===== config.mk =====
export PLATFORM = sky130hd
export DESIGN_NAME = aes_key_sched
export DESIGN_NICKNAME = d
export VERILOG_FILES = /design/src/rtl/aes_key_sched.sv
export SDC_FILE = /design/constraint.sdc
export NUM_CORES = 2
export LEC_CHECK = 0
export CAP_MARGIN = 15
export CORE_MARGIN = 2
export CORE_UTILIZATION = 65
export CTS_CLUSTER_SIZE = 14
export DETAILED_ROUTE_END_ITERATION = 6
export GPL_TIMING_DRIVEN = 0
export PLACE_DENSITY_LB_ADDON = 0.05
export SLEW_MARGIN = 20
export SYNTH_ARGS = -nofsm -noshare
export SYNTH_HDL_FRONTEND = slang
export SYNTH_HIERARCHICAL = 1
export SYNTH_SLANG_ARGS = --single-unit

===== constraint.sdc =====
create_clock -name clk -period 42.1 [get_ports clk]
set_clock_uncertainty 0.2 [all_clocks]
set_input_delay 10.525 -clock clk [delete_from_list [all_inputs] [get_ports clk]]
set_output_delay 10.525 -clock clk [all_outputs]
set_load 0.02 [all_outputs]

===== src/rtl/aes_key_sched.sv =====
// AES-128 key expansion (10 cycles after start) and round-key playback (first key the cycle after go).
// No backpressure: playback emits 11 consecutive keys; start/reset preempt any activity.

module aes_sbox (
  input  logic [7:0] in_i,
  output logic [7:0] out_o
);

  localparam logic [0:255][7:0] SBOX = {
    128'h637c777bf26b6fc53001672bfed7ab76,
    128'hca82c97dfa5947f0add4a2af9ca472c0,
    128'hb7fd9326363ff7cc34a5e5f171d83115,
    128'h04c723c31896059a071280e2eb27b275,
    128'h09832c1a1b6e5aa0523bd6b329e32f84,
    128'h53d100ed20fcb15b6acbbe394a4c58cf,
    128'hd0efaafb434d338545f9027f503c9fa8,
    128'h51a3408f929d38f5bcb6da2110fff3d2,
    128'hcd0c13ec5f974417c4a77e3d645d1973,
    128'h60814fdc222a908846eeb814de5e0bdb,
    128'he0323a0a4906245cc2d3ac629195e479,
    128'he7c8376d8dd54ea96c56f4ea657aae08,
    128'hba78252e1ca6b4c6e8dd741f4bbd8b8a,
    128'h703eb5664803f60e613557b986c11d9e,
    128'he1f8981169d98e949b1e87e9ce5528df,
    128'h8ca1890dbfe6426841992d0fb054bb16
  };

  assign out_o = SBOX[in_i];

endmodule

module aes_key_sched (
  input  logic         clk,
  input  logic         reset,
  input  logic         start,
  input  logic [127:0] key,
  input  logic         dir,
  input  logic         go,
  output logic         ready,
  output logic [127:0] roundKey,
  output logic         done
);

  typedef enum logic [2:0] {
    S_IDLE,
    S_EXPAND,
    S_READY,
    S_PLAY,
    S_DONE
  } state_e;

  state_e       state_q, state_d;
  logic [3:0]   rnd_q;
  logic [3:0]   idx_q;
  logic         dir_q;
  logic         ready_q;
  logic         done_q;
  logic [127:0] rk_q;
  logic [127:0] kmem_q [0:10];

  logic         go_acc;
  logic         play_last;
  logic [127:0] prev_key;
  logic [31:0]  w0, w1, w2, w3;
  logic [31:0]  rot_w, sub_w, t_w;
  logic [31:0]  nw0, nw1, nw2, nw3;
  logic [7:0]   rcon;

  // ---------------------------------------------------------------------------
  // Control FSM
  // ---------------------------------------------------------------------------
  assign play_last = dir_q ? (idx_q == 4'd0) : (idx_q == 4'd10);

  always_comb begin
    state_d = state_q;
    go_acc  = 1'b0;
    case (state_q)
      S_IDLE:   state_d = S_IDLE;
      S_EXPAND: if (rnd_q == 4'd10) state_d = S_READY;
      S_READY, S_DONE: begin
        if (go) begin
          state_d = S_PLAY;
          go_acc  = 1'b1;
        end
      end
      S_PLAY:   if (play_last) state_d = S_DONE;
      default:  state_d = S_IDLE;
    endcase
    // start preempts everything, including a coincident go
    if (start) begin
      state_d = S_EXPAND;
      go_acc  = 1'b0;
    end
  end

  // ---------------------------------------------------------------------------
  // One expansion round: kmem[rnd] from kmem[rnd-1]
  // ---------------------------------------------------------------------------
  assign prev_key = kmem_q[rnd_q - 4'd1];
  assign w0 = prev_key[127:96];
  assign w1 = prev_key[95:64];
  assign w2 = prev_key[63:32];
  assign w3 = prev_key[31:0];
  assign rot_w = {w3[23:0], w3[31:24]};

  for (genvar i = 0; i < 4; i++) begin : g_sbox
    aes_sbox u_sbox (
      .in_i  (rot_w[8*i +: 8]),
      .out_o (sub_w[8*i +: 8])
    );
  end

  always_comb begin
    rcon = 8'h00;
    case (rnd_q)
      4'd1:    rcon = 8'h01;
      4'd2:    rcon = 8'h02;
      4'd3:    rcon = 8'h04;
      4'd4:    rcon = 8'h08;
      4'd5:    rcon = 8'h10;
      4'd6:    rcon = 8'h20;
      4'd7:    rcon = 8'h40;
      4'd8:    rcon = 8'h80;
      4'd9:    rcon = 8'h1b;
      4'd10:   rcon = 8'h36;
      default: rcon = 8'h00;
    endcase
  end

  assign t_w = sub_w ^ {rcon, 24'h000000};
  assign nw0 = w0 ^ t_w;
  assign nw1 = w1 ^ nw0;
  assign nw2 = w2 ^ nw1;
  assign nw3 = w3 ^ nw2;

  // Key memory is not reset; ready qualifies its contents.
  always_ff @(posedge clk) begin
    if (!reset) begin
      if (start) begin
        kmem_q[0] <= key;
      end else if (state_q == S_EXPAND) begin
        kmem_q[rnd_q] <= {nw0, nw1, nw2, nw3};
      end
    end
  end

  // ---------------------------------------------------------------------------
  // State, round counter and playback registers
  // ---------------------------------------------------------------------------
  always_ff @(posedge clk) begin
    if (reset) begin
      state_q <= S_IDLE;
      rnd_q   <= 4'd1;
      idx_q   <= 4'd0;
      dir_q   <= 1'b0;
      ready_q <= 1'b0;
      done_q  <= 1'b0;
      rk_q    <= '0;
    end else begin
      state_q <= state_d;
      if (start) begin
        rnd_q   <= 4'd1;
        ready_q <= 1'b0;
        done_q  <= 1'b0;
        rk_q    <= '0;
      end else if (go_acc) begin
        dir_q  <= dir;
        done_q <= 1'b0;
        rk_q   <= kmem_q[dir ? 4'd10 : 4'd0];
        idx_q  <= dir ? 4'd9 : 4'd1;
      end else if (state_q == S_EXPAND) begin
        rnd_q <= rnd_q + 4'd1;
        if (rnd_q == 4'd10) ready_q <= 1'b1;
      end else if (state_q == S_PLAY) begin
        rk_q <= kmem_q[idx_q];
        if (play_last) begin
          done_q <= 1'b1;
        end else begin
          idx_q <= dir_q ? (idx_q - 4'd1) : (idx_q + 4'd1);
        end
      end
    end
  end

  assign ready    = ready_q;
  assign done     = done_q;
  assign roundKey = rk_q;

endmodule


==> flow_summary.json, run 1 <==
{
  "start_util": 0.653,
  "yosysWarnings": 6,
  "async_flop_share": 0,
  "cts_root_buf": "clkbuf_16",
  "synth_top_area_share": 0.479,
  "synth_edf_count": 1408,
  "outcome": "aborted with a tool error",
  "synth_area_leaders": "edfxtp_1, mux4_2, mux2i_1",
  "placed_area_sq_um": 95500,
  "first_global_vias": 98600,
  "ys_types": 86,
  "synth.ff_latch_count": 1562,
  "syn-num-nets": 7305,
  "cts_made_buffers": 144,
  "max-clock-path-buffers": 3,
  "firstError": "[ERROR GRT-0116] Global routing finished with congestion. Check the congestion regions in the DRC Viewer.",
  "post-cts-setup-buffer-count": 0,
  "grt_overflow": 876,
  "ys.flop_type": "edfxtp_1",
  "seq_area_frac_synth": 0.514,
  "hold_buffers": 0,
  "syn_area_sq_um": 88200,
  "die_y_microns": 372,
  "syn_inst": 7102,
  "io_pins": 263,
  "synth_top_cell_by_area": "edfxtp_1",
  "place_hpwl_microns": 317000,
  "die_w_microns": 372,
  "grt_usage": 0.837,
  "grt_max_degree": 21,
  "synth_common_cells": "edfxtp_1, nand2_1, mux4_2",
  "numPortBuffers": 260,
  "synth_most_common_cell": "edfxtp_1",
  "grt_pass1_wl_microns": 812000,
  "synth.avg_cell_area_sq_um": 12.4,
  "haltStage": "global routing",
  "cts_sinks": 1562,
  "cts_max_level": 4,
  "postCtsResizedCells": 0,
  "gp_congestion": 1.15,
  "rows": 135
}
per-layer routing:
metal / overflow / GRT usage
met1: 114 / 0.828
met4: 298 / 0.810
met5: 19 / 0.591
met3: 110 / 0.770
met2: 335 / 0.936
stage by stage:
step	instances	setup WS (ps)
CTS	9599	26380
detailed placement	9333	25900
floorplan	7102	17230
global placement	9143	-71.3
logic make-up after synthesis:
group	Yosys count	synth area share
muxes	1098	0.206
and+or+nand+nor	1734	0.0866
AOI/OAI and AO/OA	1758	0.126
xor gates and xnor gates	183	0.0207
DFF	1562	0.514
adders and majority gates	70	0.0100
buffers and inverters	697	0.0369
==> run 2, diff against run 1 <==
Settings changed: CORE_UTILIZATION 65 to 40, CTS_CLUSTER_SIZE 14 to default, PLACE_DENSITY_LB_ADDON 0.05 to 0.15.
==> run 2 against run 1 <==
The run now ends clean. Synthesized cell count unchanged. Synthesized area unchanged.
==> flow_summary.json, run 2 <==
{
  "reg2reg_slack_ps": 28860,
  "max-clock-path-buffers": 3,
  "placed_area_sq_um": 97800,
  "p_leak_nw": 34.1,
  "totalWireLength_microns": 450000,
  "die_y_microns": 474,
  "largest_reg_flops": 1408,
  "place_hpwl_microns": 334000,
  "syn_area_sq_um": 88200,
  "critPathMaxStageDelay_ps": 880,
  "cts_tree": "done",
  "dr.first_iter.drc_count": 10400,
  "synth_common_cells": "edfxtp_1, nand2_1, mux4_2",
  "synth_top_cell_by_area": "edfxtp_1",
  "r2r-end": "kmem_q[6][26]$_DFFE_PP_",
  "worst_path_most_repeated_cell": "buf_2",
  "dr.pass1.iters": 7,
  "grt_max_degree": 20,
  "clock_latency_ps": 860,
  "r2r-start": "rnd_q[0]$_SDFFE_PP1P_",
  "critPathRequiredTime_ps": 42460,
  "rr_worst_depth": 28,
  "most-common-layout-cells": "edfxtp_1, nand2_1, mux4_2",
  "critPathCaptureType": "flop",
  "cts_root_buf": "clkbuf_16",
  "syn_inst": 7102,
  "ys_types": 86,
  "fin_nets": 7975,
  "relSlewSlack": 0.125,
  "syn-num-nets": 7305,
  "first_global_vias": 70900,
  "numPortBuffers": 260,
  "routedWlPerCell_microns": 41.7,
  "post-cts-setup-buffer-count": 0,
  "async_flop_share": 0,
  "grt_overflow": 0,
  "synth_most_common_cell": "edfxtp_1",
  "worstPathCellList": "clkdlybuf4s50_1, nor2_4, nand2_1, clkbuf_2, buf_16, clkbuf_1, nor4_2, buf_2, buf_2, buf_2, buf_2, buf_4, buf_2, buf_2, buf_4",
  "ant_nets": 0,
  "fmax_ghz": 0.0631,
  "setup_violations": 0,
  "postCtsResizedCells": 0,
  "fin_crit_sh": 0.376,
  "antenna_found_initial": 21,
  "slew_viol_final": 0,
  "rsz0062_at_grt": "false",
  "synth.ff_latch_count": 1562,
  "io_pins": 263,
  "synth_area_leaders": "edfxtp_1, mux4_2, mux2i_1",
  "critical_path.max_fanout": 10,
  "maxCapViolations": 0,
  "ys.flop_type": "edfxtp_1",
  "synth.avg_cell_area_sq_um": 12.4,
  "clkSlewWorstSetupHoldPaths_ps": 60,
  "final_common_cell": "edfxtp_1",
  "vias": 73800,
  "cts_sinks": 1562,
  "post_drt_via_cell_ratio": 6.83,
  "vdd_drop_max_uv": 35.5,
  "hold_class": "flop to flop",
  "core_area_sq_um": 220000,
  "cts_max_level": 4,
  "synth_top_area_share": 0.479,
  "dieArea_sq_um": 224000,
  "pre_cts_slack_ps": 25600,
  "start_kind": "primary input",
  "drcViolationCount": 0,
  "gp_congestion": 1.03,
  "critPathKind": "primary input to flop",
  "powerDensity_nw_per_um2": 46.4,
  "rows": 172,
  "tightest_slew_ps": 1300,
  "die_w_microns": 474,
  "critPathLaunch": "start",
  "hold_buffers": 0,
  "synth_edf_count": 1408,
  "grt_usage": 0.393,
  "fin_setup_tns_ps": 0,
  "top_register": "kmem_q",
  "outcome": "complete, no violations",
  "start_util": 0.402,
  "stdcell_area_sq_um": 103000,
  "area_delta_synth_final_pct": 16.9,
  "worst_slack_ps": 26250,
  "crit_path_end": "kmem_q[3][43]$_DFFE_PP_",
  "grt_pass1_wl_microns": 605000,
  "seq_area_frac_synth": 0.514,
  "drive_above_1_share": 0.210,
  "fill_cells": 19900,
  "finalHoldViolations": 0,
  "hold_ws_ps": 365,
  "yosysWarnings": 6,
  "crit_path_top_delay_cell": "nor2_4",
  "utilization": 0.470,
  "cts_made_buffers": 160,
  "arrival_ps": 16210,
  "min_period_ps": 15850
}
[run 2: where the power goes]
group | leakage, nW | switching (mW) | internal [mW]
registers | 14.0 | 0.00843 | 1.73
clock network | 2.60 | 0.635 | 0.827
logic | 17.5 | 1.15 | 0.434
total | 34.1 | 1.80 | 2.99
[run 2: critical path: cells and delay by family]
kind	cells	cell delay (ps)
buffers and inverters	12	3750
AND/OR/NAND/NOR	3	1900
[run 2: area by class of cell]
type	instances	area, sq um	share of cell area
antenna	20	50.0	0.000485
buffer	642	3100	0.0301
clock buffer	210	4370	0.0424
clock inverter	83	895	0.00867
inverter	55	206	0.00200
multi-input combinational	4843	40000	0.388
sequential	1562	45400	0.440
tap	2871	3590	0.0348
timing repair buffer	508	5550	0.0538
[run 2: how the worst min path moves through the flow]
stage          cells past startpoint                 startpoint                        end  slack [ps]
2_1_floorplan                      2      idx_q[2]$_SDFFE_PP0P_                       flop         320
3_3_place_gp                       2  roundKey[29]$_SDFFE_PP0P_  roundKey[29]$_SDFFE_PP0P_         350
3_5_place_dp                       2  roundKey[24]$_SDFFE_PP0P_  roundKey[24]$_SDFFE_PP0P_         350
4_1_cts                            2  roundKey[24]$_SDFFE_PP0P_  roundKey[24]$_SDFFE_PP0P_         360
5_1_grt                            2  roundKey[85]$_SDFFE_PP0P_  roundKey[85]$_SDFFE_PP0P_         400
6_report                           2  roundKey[24]$_SDFFE_PP0P_  roundKey[24]$_SDFFE_PP0P_         370
[run 2: cell families (layout without fill, tap and decap cells)]
group | after synthesis | count (layout) | synth area share
compound gates | 1758 | 1758 | 0.126
simple gates | 1734 | 1734 | 0.0866
flops | 1562 | 1562 | 0.514
mux | 1098 | 1098 | 0.206
buf+inv | 697 | 1498 | 0.0369
xor+xnor | 183 | 183 | 0.0207
fa+ha+maj | 70 | 70 | 0.0100
other cells | 0 | 20 | 0
[run 2: through the flow]
| step | cells | power (mW) |
|---|---|---|
| floorplan | 7102 | 2.48 |
| detailed placement | 10500 | 3.28 |
| global route | 10800 | 4.85 |
| global placement | 10200 | 3.24 |
| CTS | 10800 | 4.72 |
| finish | 10800 | 4.79 |
[run 2: per-layer routing]
| layer | GRT usage | up-vias | part of all wire |
|---|---|---|---|
| li1 | - | 29100 | - |
| met1 | 0.500 | 38100 | 0.37 |
| met2 | 0.604 | 5357 | 0.45 |
| met3 | 0.0864 | 1175 | 0.099 |
| met4 | 0.263 | 2 | 0.078 |
| met5 | 0 | - | 0.000027 |
Note: power is estimated with default switching activity, not from simulation.
